--- src/rtl/timer0_pkg.sv ---
// Shared Timer0 constants: default I/O addresses, TIFR/TIMSK bit positions
// and the read-address decoder.
package timer0_pkg;

   localparam logic [5:0] TCNT_ADDR_DEFAULT  = 6'h32;
   localparam logic [5:0] TCCR_ADDR_DEFAULT  = 6'h33;
   localparam logic [5:0] TIFR_ADDR_DEFAULT  = 6'h38;
   localparam logic [5:0] TIMSK_ADDR_DEFAULT = 6'h39;
   localparam logic [5:0] OCR_ADDR_DEFAULT   = 6'h3C;

   localparam int TOV0_BIT  = 0;
   localparam int OCF0_BIT  = 1;
   localparam int TOIE0_BIT = 0;
   localparam int OCIE0_BIT = 1;

   typedef enum logic [2:0] {
      SEL_NONE,
      SEL_TCNT,
      SEL_TCCR,
      SEL_TIFR,
      SEL_TIMSK,
      SEL_OCR
   } rd_sel_e;

   // First match wins if two address parameters are ever set equal.
   function automatic rd_sel_e decode_addr(
      input logic [5:0] addr,
      input logic [5:0] tcnt_a,
      input logic [5:0] tccr_a,
      input logic [5:0] tifr_a,
      input logic [5:0] timsk_a,
      input logic [5:0] ocr_a
   );
      rd_sel_e sel;
      sel = SEL_NONE;
      if (addr == tcnt_a)       sel = SEL_TCNT;
      else if (addr == tccr_a)  sel = SEL_TCCR;
      else if (addr == tifr_a)  sel = SEL_TIFR;
      else if (addr == timsk_a) sel = SEL_TIMSK;
      else if (addr == ocr_a)   sel = SEL_OCR;
      return sel;
   endfunction

endpackage

--- src/rtl/timer0_flag_bit.sv ---
// Single interrupt flag cell: reset > event set > clear (write-one or ack) > hold.
// The ack clear path exists only when TIMER0_IRQ_ACK_CLR_EN is defined.
module timer0_flag_bit (
   input  logic clk,
   input  logic clr,
   input  logic set,
   input  logic clr_w1,
   input  logic ack,
   output logic flag
);

   logic r_flag;
   logic w_clear;

`ifdef TIMER0_IRQ_ACK_CLR_EN
   assign w_clear = clr_w1 | ack;
`else
   logic w_unused_ack;
   assign w_unused_ack = ack;
   assign w_clear      = clr_w1;
`endif

   // An event arriving with a clear keeps the flag set so no event is lost.
   always_ff @(posedge clk) begin
      if (clr) begin
         r_flag <= 1'b0;
      end else if (set) begin
         r_flag <= 1'b1;
      end else if (w_clear) begin
         r_flag <= 1'b0;
      end
   end

   assign flag = r_flag;

endmodule

--- src/rtl/timer0_io_read_port.sv ---
// Timer0 CPU register port: owns TIFR/TIMSK, raises irqs, returns 1-cycle registered reads.
// Optional macro TIMER0_IRQ_ACK_CLR_EN lets irq_ack_* clear their flags.
module timer0_io_read_port
   import timer0_pkg::*;
#(
   parameter logic [5:0] TCNT_ADDR  = TCNT_ADDR_DEFAULT,
   parameter logic [5:0] TCCR_ADDR  = TCCR_ADDR_DEFAULT,
   parameter logic [5:0] TIFR_ADDR  = TIFR_ADDR_DEFAULT,
   parameter logic [5:0] TIMSK_ADDR = TIMSK_ADDR_DEFAULT,
   parameter logic [5:0] OCR_ADDR   = OCR_ADDR_DEFAULT
) (
   input  logic       clk,
   input  logic       clr,
   input  logic [5:0] io_addr,
   input  logic       io_rd,
   input  logic       io_wr,
   input  logic [7:0] io_wdata,
   output logic [7:0] io_rdata,
   output logic       io_rvalid,
   input  logic [7:0] tcnt_in,
   input  logic [7:0] ocr_in,
   input  logic [7:0] tccr_in,
   input  logic       tov_evt,
   input  logic       ocf_evt,
   input  logic       irq_ack_tov,
   input  logic       irq_ack_ocf,
   output logic       irq_tov,
   output logic       irq_ocf
);

   logic       r_toie;
   logic       r_ocie;
   logic [7:0] r_rdata;
   logic       r_rvalid;

   logic       w_tov;
   logic       w_ocf;
   logic       w_tifr_wr;
   logic       w_timsk_wr;
   logic       w_tov_w1c;
   logic       w_ocf_w1c;
   rd_sel_e    w_rd_sel;
   logic       w_rd_hit;
   logic [7:0] w_rd_data;
   logic [7:0] w_tifr;
   logic [7:0] w_timsk;
   logic [5:0] w_unused_wdata;

   assign w_tifr_wr  = io_wr && (io_addr == TIFR_ADDR);
   assign w_timsk_wr = io_wr && (io_addr == TIMSK_ADDR);
   assign w_tov_w1c  = w_tifr_wr && io_wdata[TOV0_BIT];
   assign w_ocf_w1c  = w_tifr_wr && io_wdata[OCF0_BIT];

   assign w_unused_wdata = io_wdata[7:2];

   timer0_flag_bit u_tov_flag (
      .clk    (clk),
      .clr    (clr),
      .set    (tov_evt),
      .clr_w1 (w_tov_w1c),
      .ack    (irq_ack_tov),
      .flag   (w_tov)
   );

   timer0_flag_bit u_ocf_flag (
      .clk    (clk),
      .clr    (clr),
      .set    (ocf_evt),
      .clr_w1 (w_ocf_w1c),
      .ack    (irq_ack_ocf),
      .flag   (w_ocf)
   );

   always_ff @(posedge clk) begin
      if (clr) begin
         r_toie <= 1'b0;
         r_ocie <= 1'b0;
      end else if (w_timsk_wr) begin
         r_toie <= io_wdata[TOIE0_BIT];
         r_ocie <= io_wdata[OCIE0_BIT];
      end
   end

   assign irq_tov = w_tov & r_toie;
   assign irq_ocf = w_ocf & r_ocie;

   always_comb begin
      w_tifr            = 8'h00;
      w_tifr[TOV0_BIT]  = w_tov;
      w_tifr[OCF0_BIT]  = w_ocf;
      w_timsk           = 8'h00;
      w_timsk[TOIE0_BIT] = r_toie;
      w_timsk[OCIE0_BIT] = r_ocie;
   end

   assign w_rd_sel = decode_addr(io_addr, TCNT_ADDR, TCCR_ADDR, TIFR_ADDR,
                                 TIMSK_ADDR, OCR_ADDR);
   assign w_rd_hit = (w_rd_sel != SEL_NONE);

   // Reads sample pre-update state, so a same-cycle write/event is not visible.
   always_comb begin
      w_rd_data = 8'h00;
      case (w_rd_sel)
         SEL_TCNT:  w_rd_data = tcnt_in;
         SEL_TCCR:  w_rd_data = tccr_in;
         SEL_TIFR:  w_rd_data = w_tifr;
         SEL_TIMSK: w_rd_data = w_timsk;
         SEL_OCR:   w_rd_data = ocr_in;
         default:   w_rd_data = 8'h00;
      endcase
   end

   // Idle cycles drive zero so several ports can be OR-combined on the bus.
   always_ff @(posedge clk) begin
      if (clr) begin
         r_rvalid <= 1'b0;
         r_rdata  <= 8'h00;
      end else if (io_rd && w_rd_hit) begin
         r_rvalid <= 1'b1;
         r_rdata  <= w_rd_data;
      end else begin
         r_rvalid <= 1'b0;
         r_rdata  <= 8'h00;
      end
   end

   assign io_rdata  = r_rdata;
   assign io_rvalid = r_rvalid;

endmodule

--- config.mk ---
export PLATFORM = sky130hd
export DESIGN_NAME = timer0_io_read_port
export DESIGN_NICKNAME = d
export VERILOG_FILES = /design/src/rtl/timer0_pkg.sv /design/src/rtl/timer0_flag_bit.sv /design/src/rtl/timer0_io_read_port.sv
export SDC_FILE = /design/constraint.sdc
export NUM_CORES = 1
export LEC_CHECK = 0
export ABC_AREA = 1
export ABC_CLOCK_PERIOD_IN_PS = 900
export CAP_MARGIN = 15
export CORE_ASPECT_RATIO = 0.9
export CORE_MARGIN = 10
export CORE_UTILIZATION = 30
export CTS_CLUSTER_DIAMETER = 150
export DETAILED_ROUTE_END_ITERATION = 8
export MAX_ROUTING_LAYER = met4
export PLACE_DENSITY = 0.73
export SLEW_MARGIN = 20
export SYNTH_ARGS = -nofsm -noshare
export SYNTH_HDL_FRONTEND = slang
export SYNTH_HIERARCHICAL = 1
export SYNTH_SLANG_ARGS = --single-unit
--- constraint.sdc ---
create_clock -name clk -period 0.9 [get_ports clk]
set_input_delay 0.135 -clock clk [delete_from_list [all_inputs] [get_ports clk]]
set_output_delay 0.135 -clock clk [all_outputs]
set_load 0.005 [all_outputs]
; ---- Word level (Yosys, flattened, before mapping)
; Cells that the tools add are included.
[totals]
regBits = 13
inputBits = 46
output_inout_bits = 11
[classes]
n_eq_ne = 10
muxes = 11
n_bitwise = 3
n_reduce_logical = 9
[ops]
columns = cell, n
row1 = 8-bit case mux with 5 select lines, 1
row2 = "6-bit equality test, second input constant", 5
row3 = 3-bit two-way mux, 5
row4 = "3-bit by 2-bit equality test with 1-bit output, second input constant", 2
row5 = "3-bit equality test, second input constant", 2
row6 = 1-bit logical AND, 5
row7 = 1-bit two-way mux, 5
row8 = 2-bit nonzero test, 2
row9 = "3-bit by 1-bit equality test with 1-bit output, second input constant", 1
row10 = 3-bit nonzero test, 1
row11 = 1-bit AND, 2
row12 = 2-bit OR reduction, 1
row13 = 1-bit inverter, 1

; ---- Depth between registers and ports, before layout
; Gate-level depths: netlist of the first run.
[logic_depth]
ltp_word = 10
depth_mapped = 9
depth_no_buf = 9

; ---- Modules after synthesis
; Netlist of the first run, hierarchy kept.
[modules_own_cells]
columns = module, instances, cells_each, area_per_inst_um2
row1 = timer0_io_read_port, 1, 114, 718.2
row2 = timer0_flag_bit, 2, 5, 40.0

; ---- Least setup slack after synthesis of the first run
; Ideal clock, no wire load.
[synth_timing]
path_type = in2reg
start = input io_addr[4]
end = register r_rdata[0], in the netlist io_rdata[0]
t_arrival_ns = 0.799
setup_slack_ns = -0.013
path_stages = 8
path_buffers = 0
cell_sequence = nand2_1 inv_2 nand2_2 nor2_2 nor2_2 nand3_2 nand2_4 nor2_2
[synth_between]
elab_chain_len = 10
word_cells_on_any_way = 20
classes_between = eq/ne: 10 / mux: 6 / bitwise: 1 / reduce/logical: 3
[synth_lines]
columns = element, line
row1 = "start, declared", timer0_io_read_port.sv:14  ; input logic [5:0] io_addr,
row2 = 6-bit equality test, timer0_pkg.sv:40  ; else if (addr == ocr_a) sel = SEL_OCR;
row3 = 3-bit two-way mux, timer0_pkg.sv:40
row4 = 3-bit two-way mux, timer0_pkg.sv:39  ; else if (addr == timsk_a) sel = SEL_TIMSK;
row5 = 3-bit two-way mux, timer0_pkg.sv:38  ; else if (addr == tifr_a) sel = SEL_TIFR;
row6 = 3-bit two-way mux, timer0_pkg.sv:37  ; else if (addr == tccr_a) sel = SEL_TCCR;
row7 = 3-bit two-way mux (*), timer0_pkg.sv:36  ; if (addr == tcnt_a) sel = SEL_TCNT;
row8 = branches (longest 4 deep; another with 8-bit case mux with 5 select lines), --
row9 = "end signal, assigned", timer0_io_read_port.sv:120  ; r_rdata <= w_rd_data;
row10 = "end, declared", timer0_io_read_port.sv:33  ; logic [7:0] r_rdata;
; Every way passes the cells marked *.
; A chain may end at the register's enable or synchronous reset.

; ---- Worst setup path in the final report of the first run
[layout_timing]
start = register u_ocf_flag.r_flag, in the netlist u_ocf_flag/flag
end = output irq_ocf
[layout_between]
elab_chain_len = 1
[layout_lines]
columns = element, line
row1 = "start, declared", timer0_flag_bit.sv:12  ; logic r_flag;
row2 = "start signal, assigned", timer0_flag_bit.sv:26  ; r_flag <= 1'b0;
row3 = "start signal, assigned", timer0_flag_bit.sv:28  ; r_flag <= 1'b1;
row4 = "start signal, assigned", timer0_flag_bit.sv:30  ; r_flag <= 1'b0;
row5 = 1-bit AND, timer0_io_read_port.sv:85  ; assign irq_ocf = w_ocf & r_ocie;
row6 = "end, declared", timer0_io_read_port.sv:28  ; output logic irq_ocf
; Every way passes these cells.

==> impl_metrics.env, run 1 <==
export IMPL_synth_top_area_share_pct=32.60
export IMPL_clk_latency_ps=280
export IMPL_stdcell_area_um2=1540
export IMPL_drc=0
export IMPL_violations="negative setup slack"
export IMPL_final_instance_count_excl_fill=223
export IMPL_grt_antenna_before_repair=0
export IMPL_dpl_instance_area_um2=1419
export IMPL_crit_required_ps=760
export IMPL_end_kind="primary output"
export IMPL_grt_usage_pct=12.33
export IMPL_skew_ps=2.446
export IMPL_avgSynthCellArea_um2=6.438
export IMPL_finalSetupViolations=3
export IMPL_cts_clk_slew_worst_paths_ps=90
export IMPL_path_max_fanout=2
export IMPL_drive_above_1_share_pct=43.08
export IMPL_wirelength_um=3170
export IMPL_p_switching_uw=367.5
export IMPL_worst_pin_slew_ps=213.2
export IMPL_seq_power_share_pct=44.3
export IMPL_grt_pass1_vias=1049
export IMPL_floorplan_initialDensity_pct=32.08
export IMPL_drv_slew=0
export IMPL_vias_per_cell=4.520
export IMPL_finalHoldViolations=0
export IMPL_fmax_mhz=1045
export IMPL_p_leak_nw=0.7684
export IMPL_cts_num_sinks=13
export IMPL_synth_most_common_cell="nand2_1"
export IMPL_synth_area_um2=798.3
export IMPL_yosysSeqAreaShare_pct=32.60
export IMPL_hold_path_class="primary input to flop"
export IMPL_port_buffers=48
export IMPL_finalCriticalPeriod_ps=957.3
export IMPL_die_area_um2=5127
export IMPL_syn_inst=124
export IMPL_post_place_ws_ps=-600.1
export IMPL_cts_buffers=3
export IMPL_peakVddDrop_v=0.0006641
export IMPL_synthDistinctLibCells=16
export IMPL_setup_slack_ps=-57.31
export IMPL_place_inst=212
export IMPL_clockPowerShare_pct=29.1
export IMPL_grt_max_degree=9
export IMPL_cp_start_kind="flop"
export IMPL_std_cell_rows=17
export IMPL_period_share_pct=106.4
export IMPL_maxCapViolations=0
export IMPL_arrival_ps=820
export IMPL_coreArea_um2=2489
export IMPL_crit_type="flop to primary output"
export IMPL_wl_per_cell_um=14.22
export IMPL_die_w_um=74.38
export IMPL_root_buffer="clkbuf_4"
export IMPL_ys_flop_type="dfxtp_1"
export IMPL_ys_ff_latch=13
export IMPL_synth_commonest_cells="nand2_1 (34), inv_1 (20), nor2_1 (15)"
export IMPL_drtPass1Iterations=4
export IMPL_netSwitchingFraction_pct=27.71
export IMPL_area_growth_synth_to_final_pct=92.95
export IMPL_place_congestion=0.8357
export IMPL_cts_tree="built"
export IMPL_die_height_um=68.94
export IMPL_htree_num_levels=1
export IMPL_ant_nets=0
export IMPL_hpwlAfterDp_um=2352
export IMPL_io_pins=57
export IMPL_status="finished with violations"
export IMPL_synth_top_cells_by_area="dfxtp_1 (33%), nand2_1 (16%), nor2_2 (11%)"
export IMPL_totalNegativeSetupSlack_ps=-117.4
export IMPL_p_per_area_nw_per_um2=861.1
export IMPL_grt_pass1_wl_um=4747
export IMPL_synth_edf_count=0
export IMPL_cts_hold_buffers=0
export IMPL_rsz0062_at_grt="true"
export IMPL_synth_area_leader_cell="dfxtp_1"
export IMPL_slew_headroom_pct=85.75
export IMPL_cts_buffer_depth=2
export IMPL_diodes=0
export IMPL_drt_initial_drc_count=35
export IMPL_final_nets=242
export IMPL_syn_num_nets=170
export IMPL_async_reset_ff_share_pct=0
export IMPL_num_vias=1008
export IMPL_intPower_uw=958.7
export IMPL_grt_overflow_total=0
export IMPL_yosysWarningCount=6
export IMPL_comb_power_share_pct=26.5
## registers in the layout, indices dropped and copies added (netlist names)
register         cells
io_rdata             8
u_tov_flag/flag      1
u_ocf_flag/flag      1
r_ocie               1
io_rvalid            1
r_toie               1
## logic make-up (layout without fill, tap and decap cells)
logic type      count (synthesis)  count (layout)  synth area share (%)
simple gates                   83              84                 52.35
flops                          13              13                 32.60
buf+inv                        22              92                 10.34
compound gates                  6               6                 4.703
## repair_timing
| item | CTS | global route |
|---|---|---|
| buffers inserted | 5 | 1 |
| pin swaps | 11 | 11 |
| gates cloned | 1 | 0 |
| gates resized for setup | 84 | 19 |
| setup endpoints to repair | 24 | 11 |
## power groups by stage
| stage | registers [mW] | logic, mW | clock network [mW] |
|---|---|---|---|
| 4_1_cts | 0.587 | 0.331 | 0.383 |
| 3_3_place_gp | 0.600 | 0.296 | 0 |
| 3_5_place_dp | 0.600 | 0.300 | 0 |
| 6_report | 0.588 | 0.352 | 0.387 |
| 5_1_grt | 0.588 | 0.375 | 0.416 |
| 2_1_floorplan | 0.600 | 0.0759 | 0 |
## through the flow
| step | hold slack (ps) | utilization, % | power, mW |
|---|---|---|---|
| 2_1_floorplan | 197.4 | - | 0.6760 |
| 3_3_place_gp | 577.5 | 57.01 | 0.8963 |
| 3_5_place_dp | 585.3 | 57.01 | 0.8999 |
| 4_1_cts | 388.7 | 59.78 | 1.302 |
| 5_1_grt | 385.3 | 61.89 | 1.380 |
| 6_report | 382.7 | 61.89 | 1.326 |
## cells in the final DEF (no fill, tap or decap), types with 3 or more instances in the layout
master	n
dfxtp_2	6
buf_2	17
buf_4	16
nand2_4	4
nor2_2	10
inv_1	18
clkbuf_4	3
inv_2	3
nand3_1	4
dfxtp_1	7
nand3_2	5
nor2_4	10
nand2_1	31
nor2_1	12
clkdlybuf4s50_1	31
## cell type report
type	instances	area (um^2)
Timing Repair Buffer	66	546.8
Tap cell	28	35.03
Inverter	22	85.08
Sequential cell	13	267.8
Multi-Input combinational cell	90	579.3
Clock buffer	4	26.28
Fill cell	235	948.4
## critical path: stages, from the launching register on
cell     delay (ps)
dfxtp_2         330
nand2_1          60
inv_1            30
buf_2           110
## path summary, 6_finish.rpt
path,from,endpoint,slack [ps],depth (start not counted)
worst max-delay path,u_ocf_flag/flag$_SDFFE_PP0P_,irq_ocf,-60,3
worst min-delay path,ocf_evt,u_ocf_flag/flag$_SDFFE_PP0P_,380,3
worst max register to register,u_ocf_flag/flag$_SDFFE_PP0P_,io_rdata[1]$_SDFF_PP0_,0,5
worst min register to register,r_ocie$_SDFFE_PP0P_,r_ocie$_SDFFE_PP0P_,590,3
## per-layer routing
layer	up-vias	wire length, um	GRT usage [%]
met3	5	157	2.425
met4	0	61	6.393
met1	451	1180	12.61
met2	33	1771	22.05
met5	-	0	-
li1	519	-	-
(Power assumes the default switching activity.)
==> run 2, diff against run 1 <==
- CORE_UTILIZATION: 30 -> 31
- PLACE_DENSITY: 0.73 -> 0.75
==> run 2 against run 1 <==
The run still ends with negative setup slack left. Worst hold slack worse by 160 ps. Highest routed layer unchanged. Critical endpoint unchanged. Cell area is 3.2% lower. Largest cell class unchanged. Cell count is 1.3% lower. Largest power group unchanged. Global-route usage is 0.35 points lower. First-iteration DRC count is 40% higher. Utilization is 1.5 points lower. Clock power is 3% lower. Routed wire length is 8.0% lower.
==> impl_metrics.env, run 2 (same netlist as run 1, synthesis figures left out) <==
export IMPL_slew_headroom_pct=81.26
export IMPL_grt_overflow_total=0
export IMPL_grt_pass1_vias=1124
export IMPL_setup_slack_ps=-49.27
export IMPL_grt_max_degree=9
export IMPL_cp_top_family="flip-flops"
export IMPL_ant_nets=0
export IMPL_post_place_ws_ps=-630.3
export IMPL_p_per_area_nw_per_um2=863.1
export IMPL_hpwlAfterDp_um=2283
export IMPL_crit_required_ps=760
export IMPL_crit_buf_inv=2
export IMPL_cts_clk_slew_worst_paths_ps=80
export IMPL_drtPass1Iterations=4
export IMPL_end_kind="primary output"
export IMPL_root_buffer="clkbuf_4"
export IMPL_fillers=229
export IMPL_clk_latency_ps=280
export IMPL_drt_initial_drc_count=49
export IMPL_utilization_pct=60.40
export IMPL_wirelength_um=2915
export IMPL_port_buffers=48
export IMPL_drv_slew=0
export IMPL_skew_ps=0.3489
export IMPL_crit_type="flop to primary output"
export IMPL_grt_pass1_wl_um=4767
export IMPL_p_leak_nw=0.7506
export IMPL_finalCriticalPeriod_ps=949.3
export IMPL_slowest_delay_ps=330
export IMPL_arrival_ps=810
export IMPL_floorplan_initialDensity_pct=32.35
export IMPL_drc=0
export IMPL_cts_buffers=3
export IMPL_worst_pin_slew_ps=280.9
export IMPL_maxCapViolations=0
export IMPL_io_pins=57
export IMPL_grt_antenna_before_repair=0
export IMPL_wl_per_cell_um=13.25
export IMPL_cts_num_sinks=13
export IMPL_cts_buffer_depth=2
export IMPL_num_vias=1037
export IMPL_htree_num_levels=1
export IMPL_place_inst=213
export IMPL_fmax_mhz=1053
export IMPL_place_congestion=0.7903
export IMPL_period_share_pct=105.5
export IMPL_cp_start_kind="flop"
export IMPL_final_nets=239
export IMPL_status="finished with violations"
export IMPL_finalHoldViolations=0
export IMPL_layout_commonest_cell="clkdlybuf4s50_1"
export IMPL_die_height_um=68.14
export IMPL_violations="negative setup slack"
export IMPL_crit_slowest_cell="dfxtp_2"
export IMPL_finalSetupViolations=2
export IMPL_final_instance_count_excl_fill=220
export IMPL_std_cell_rows=17
export IMPL_cts_hold_buffers=0
export IMPL_diodes=0
export IMPL_cts_tree="built"
export IMPL_drive_above_1_share_pct=41.15
export IMPL_largest_reg_flops=8
export IMPL_die_area_um2=5008
export IMPL_path_max_fanout=2
export IMPL_coreArea_um2=2467
export IMPL_hold_path_class="primary input to flop"
export IMPL_rsz0062_at_grt="true"
export IMPL_mostFrequentLayoutCells="clkdlybuf4s50_1 (30), nand2_1 (28), inv_1 (19)"
export IMPL_area_growth_synth_to_final_pct=86.68
export IMPL_vias_per_cell=4.714
export IMPL_crit_chain="nand2_2 > inv_2 > buf_6"
export IMPL_die_w_um=73.49
export IMPL_grt_usage_pct=11.99
export IMPL_peakVddDrop_v=0.0007551
run 2: final cells by class:
| type | count | area [um^2] | area share (%) |
|---|---|---|---|
| Inverter | 22 | 85.08 | 5.709 |
| Tap cell | 28 | 35.03 | 2.351 |
| Timing Repair Buffer | 63 | 533.0 | 35.77 |
| Sequential cell | 13 | 265.3 | 17.80 |
| Clock buffer | 4 | 26.28 | 1.763 |
| Multi-Input combinational cell | 90 | 545.5 | 36.61 |
run 2: routing by layer:
| layer | up-vias | track usage [%] | wire [um] |
|---|---|---|---|
| met5 | - | - | 0 |
| met3 | 5 | 2.457 | 170 |
| met2 | 36 | 22.45 | 1596 |
| li1 | 513 | - | - |
| met1 | 483 | 11.59 | 1092 |
| met4 | 0 | 5.581 | 55 |
run 2: worst min-delay path: stages:
cell            delay (ps)
dlymetal6s2s_1         170
nand4_1                110
a21oi_1                 60
run 2: repair_timing:
action                                  in CTS  in global routing
endpoints found under the setup margin      24                 15
pin swaps                                   10                 13
gates resized for setup                     71                 24
hold endpoints to repair                     0                  0
cloned                                       1                  0
setup buffers                                2                  0
run 2: power by group:
part	internal [mW]	total [mW]	switching, mW
registers	0.584	0.588	0.00422
clock network	0.173	0.374	0.202
logic	0.190	0.324	0.134
run 2: final timing paths:
path / depth (start not counted) / slack [ps] / from / to
min: 3 / 220 / io_wr / r_toie$_SDFFE_PP0P_
max reg2reg: 5 / 50 / u_tov_flag/flag$_SDFFE_PP0P_ / io_rdata[0]$_SDFF_PP0_
max: 3 / -50 / r_ocie$_SDFFE_PP0P_ / irq_ocf
min reg2reg: 3 / 590 / r_toie$_SDFFE_PP0P_ / r_toie$_SDFFE_PP0P_
run 2: per-stage QoR:
step | area [um^2] | power, mW | hold WS (ps) | TNS, ps
CTS | 1459 | 1.280 | 394.8 | -107.1
global placement | 1426 | 0.8904 | 576.2 | -7394
detailed placement | 1426 | 0.8996 | 580.6 | -8166
finish | 1490 | 1.286 | 220.6 | -91.83
global route | 1490 | 1.345 | 242.1 | -206.3
floorplan | 800.8 | 0.6760 | 197.4 | 0
==> run 3, diff against run 2 <==
- CORE_ASPECT_RATIO: 0.9 -> default
==> run 3 against run 2 <==
The flow still finishes with violations (negative setup slack). Global-route usage down 0.44 points. First-iteration DRC count up 31%. Critical path type unchanged. Via count unchanged. Combinational power up 11%. Cell count up 3.6%. Sequential share of layout area down 0.73 points. Utilization up 2.3 points. Highest routed layer unchanged. Worst hold slack better by 160 ps. Routed wire length up 2.7%. Critical path depth unchanged. Cell area up 4.3%.
==> impl_metrics.env, run 3 (same netlist as run 1, synthesis figures left out) <==
export IMPL_die_area_um2=5005
export IMPL_maxCapViolations=0
export IMPL_drt_initial_drc_count=64
export IMPL_coreArea_um2=2477
export IMPL_peakVddDrop_v=0.0005492
export IMPL_largest_reg_flops=8
export IMPL_dr_wl_met2_um=1580
export IMPL_fillers=232
export IMPL_violations="negative setup slack"
export IMPL_num_vias=1037
export IMPL_vias_per_cell=4.548
export IMPL_status="finished with violations"
export IMPL_drive_above_1_share_pct=42.93
export IMPL_grt_overflow_total=0
export IMPL_finalCriticalPeriod_ps=948.5
export IMPL_place_inst=215
export IMPL_drv_slew=0
export IMPL_grt_usage_pct=11.55
export IMPL_fmax_mhz=1054
export IMPL_die_height_um=70.75
export IMPL_cts_hold_buffers=0
export IMPL_skew_ps=2.178
export IMPL_utilization_pct=62.73
export IMPL_path_max_fanout=2
export IMPL_p_leak_nw=0.7574
export IMPL_worst_pin_slew_ps=220.7
export IMPL_grt_antenna_before_repair=0
export IMPL_mostFrequentLayoutCells="clkdlybuf4s50_1 (31), nand2_1 (30), inv_1 (17), buf_2 (16), buf_4 (16)"
export IMPL_ant_nets=0
export IMPL_setup_slack_ps=-48.48
export IMPL_wl_met3_um=168
export IMPL_grt_max_degree=9
export IMPL_clk_latency_ps=280
export IMPL_final_instance_count_excl_fill=228
export IMPL_wirelength_um=2994
export IMPL_crit_required_ps=760
export IMPL_htree_num_levels=1
export IMPL_port_buffers=48
export IMPL_arrival_ps=810
export IMPL_hpwlAfterDp_um=2194
export IMPL_final_nets=245
export IMPL_grt_pass1_vias=1049
export IMPL_cp_top_family="flip-flops"
export IMPL_floorplan_initialDensity_pct=32.22
export IMPL_end_kind="primary output"
export IMPL_stdcell_area_um2=1554
export IMPL_io_pins=57
export IMPL_wl_per_cell_um=13.13
export IMPL_die_w_um=70.75
export IMPL_crit_chain="nand2_2 > inv_2 > buf_6"
export IMPL_cts_buffers=3
export IMPL_crit_slowest_cell="dfxtp_2"
export IMPL_holdWs_ps=378.8
export IMPL_finalHoldViolations=0
export IMPL_slowest_delay_ps=340
export IMPL_crit_buf_inv=2
export IMPL_dpl_instance_area_um2=1416
export IMPL_cp_start_kind="flop"
export IMPL_area_growth_synth_to_final_pct=94.67
export IMPL_finalSetupViolations=2
export IMPL_rsz0062_at_grt="true"
export IMPL_cts_buffer_depth=2
export IMPL_drc=0
export IMPL_slew_headroom_pct=85.25
export IMPL_cts_num_sinks=13
export IMPL_top_layer="met4"
export IMPL_grt_pass1_wl_um=4761
export IMPL_root_buffer="clkbuf_4"
export IMPL_std_cell_rows=18
export IMPL_cts_tree="built"
export IMPL_drtPass1Iterations=4
export IMPL_wirelength_met1_um=1224
export IMPL_ff_latch_area_um2=265.3
export IMPL_p_per_area_nw_per_um2=852.0
export IMPL_cts_clk_slew_worst_paths_ps=90
export IMPL_multiInputGateArea_um2=573.1
export IMPL_diodes=0
export IMPL_place_congestion=0.8840
export IMPL_crit_type="flop to primary output"
export IMPL_hold_path_class="primary input to flop"
export IMPL_layout_commonest_cell="clkdlybuf4s50_1"
export IMPL_period_share_pct=105.4
-- run 3: changes by cell type in the layout (fill, tap and decap cells not counted), sizes merged --
cell / change
clkdlybuf4s50: +1
clkbuf: -3
buf: +8
dlymetal6s2s: -1
nand3: +1
-- run 3: stage by stage --
| step | setup TNS [ps] | power (mW) | setup slack, ps |
|---|---|---|---|
| 3_5_place_dp | -8408 | 0.9011 | -647.9 |
| 5_1_grt | -172.9 | 1.362 | -93.21 |
| 3_3_place_gp | -7889 | 0.8969 | -608.0 |
| 2_1_floorplan | 0 | 0.6760 | 6.633 |
| 4_1_cts | -98.15 | 1.310 | -56.26 |
| 6_report | -85.91 | 1.324 | -48.48 |
-- run 3: worst register-to-register path: stages (launching register included) --
cell     delay, ps
dfxtp_2        330
buf_4          130
nand3_1         70
o21ai_1         80
nor2_2         110
nor2_2          40
-- run 3: what timing repair did --
action | in CTS | in global routing
cloned | 2 | 0
setup endpoints to repair | 24 | 13
gates resized for setup | 89 | 15
pin swaps | 18 | 14
buffers inserted | 6 | 1
-- run 3: area by class of cell --
class	count	share of cell area, %
Clock buffer	4	1.691
Inverter	22	5.475
Multi-Input combinational cell	91	36.88
Sequential cell	13	17.07
Tap cell	30	2.415
Timing Repair Buffer	68	36.47
-- run 3: final timing paths --
path / start / endpoint / slack [ps] / cells after the start
setup / recovery: u_tov_flag/flag$_SDFFE_PP0P_ / irq_tov / -50 / 3
hold / removal: io_addr[1] / r_toie$_SDFFE_PP0P_ / 380 / 5
hold reg to reg: u_ocf_flag/flag$_SDFFE_PP0P_ / u_ocf_flag/flag$_SDFFE_PP0P_ / 590 / 3
setup reg to reg: r_toie$_SDFFE_PP0P_ / io_rdata[0]$_SDFF_PP0_ / 40 / 5
-- run 3: power breakdown --
group | switching (mW) | internal (mW)
sequential | 0.00454 | 0.584
combinational | 0.148 | 0.213
clock | 0.203 | 0.172
-- run 3: routing by layer --
| layer | global-route usage [%] | vias up |
|---|---|---|
| li1 | - | 526 |
| met1 | 13.23 | 476 |
| met2 | 19.78 | 33 |
| met3 | 1.953 | 2 |
| met4 | 3.871 | 0 |
| met5 | - | - |
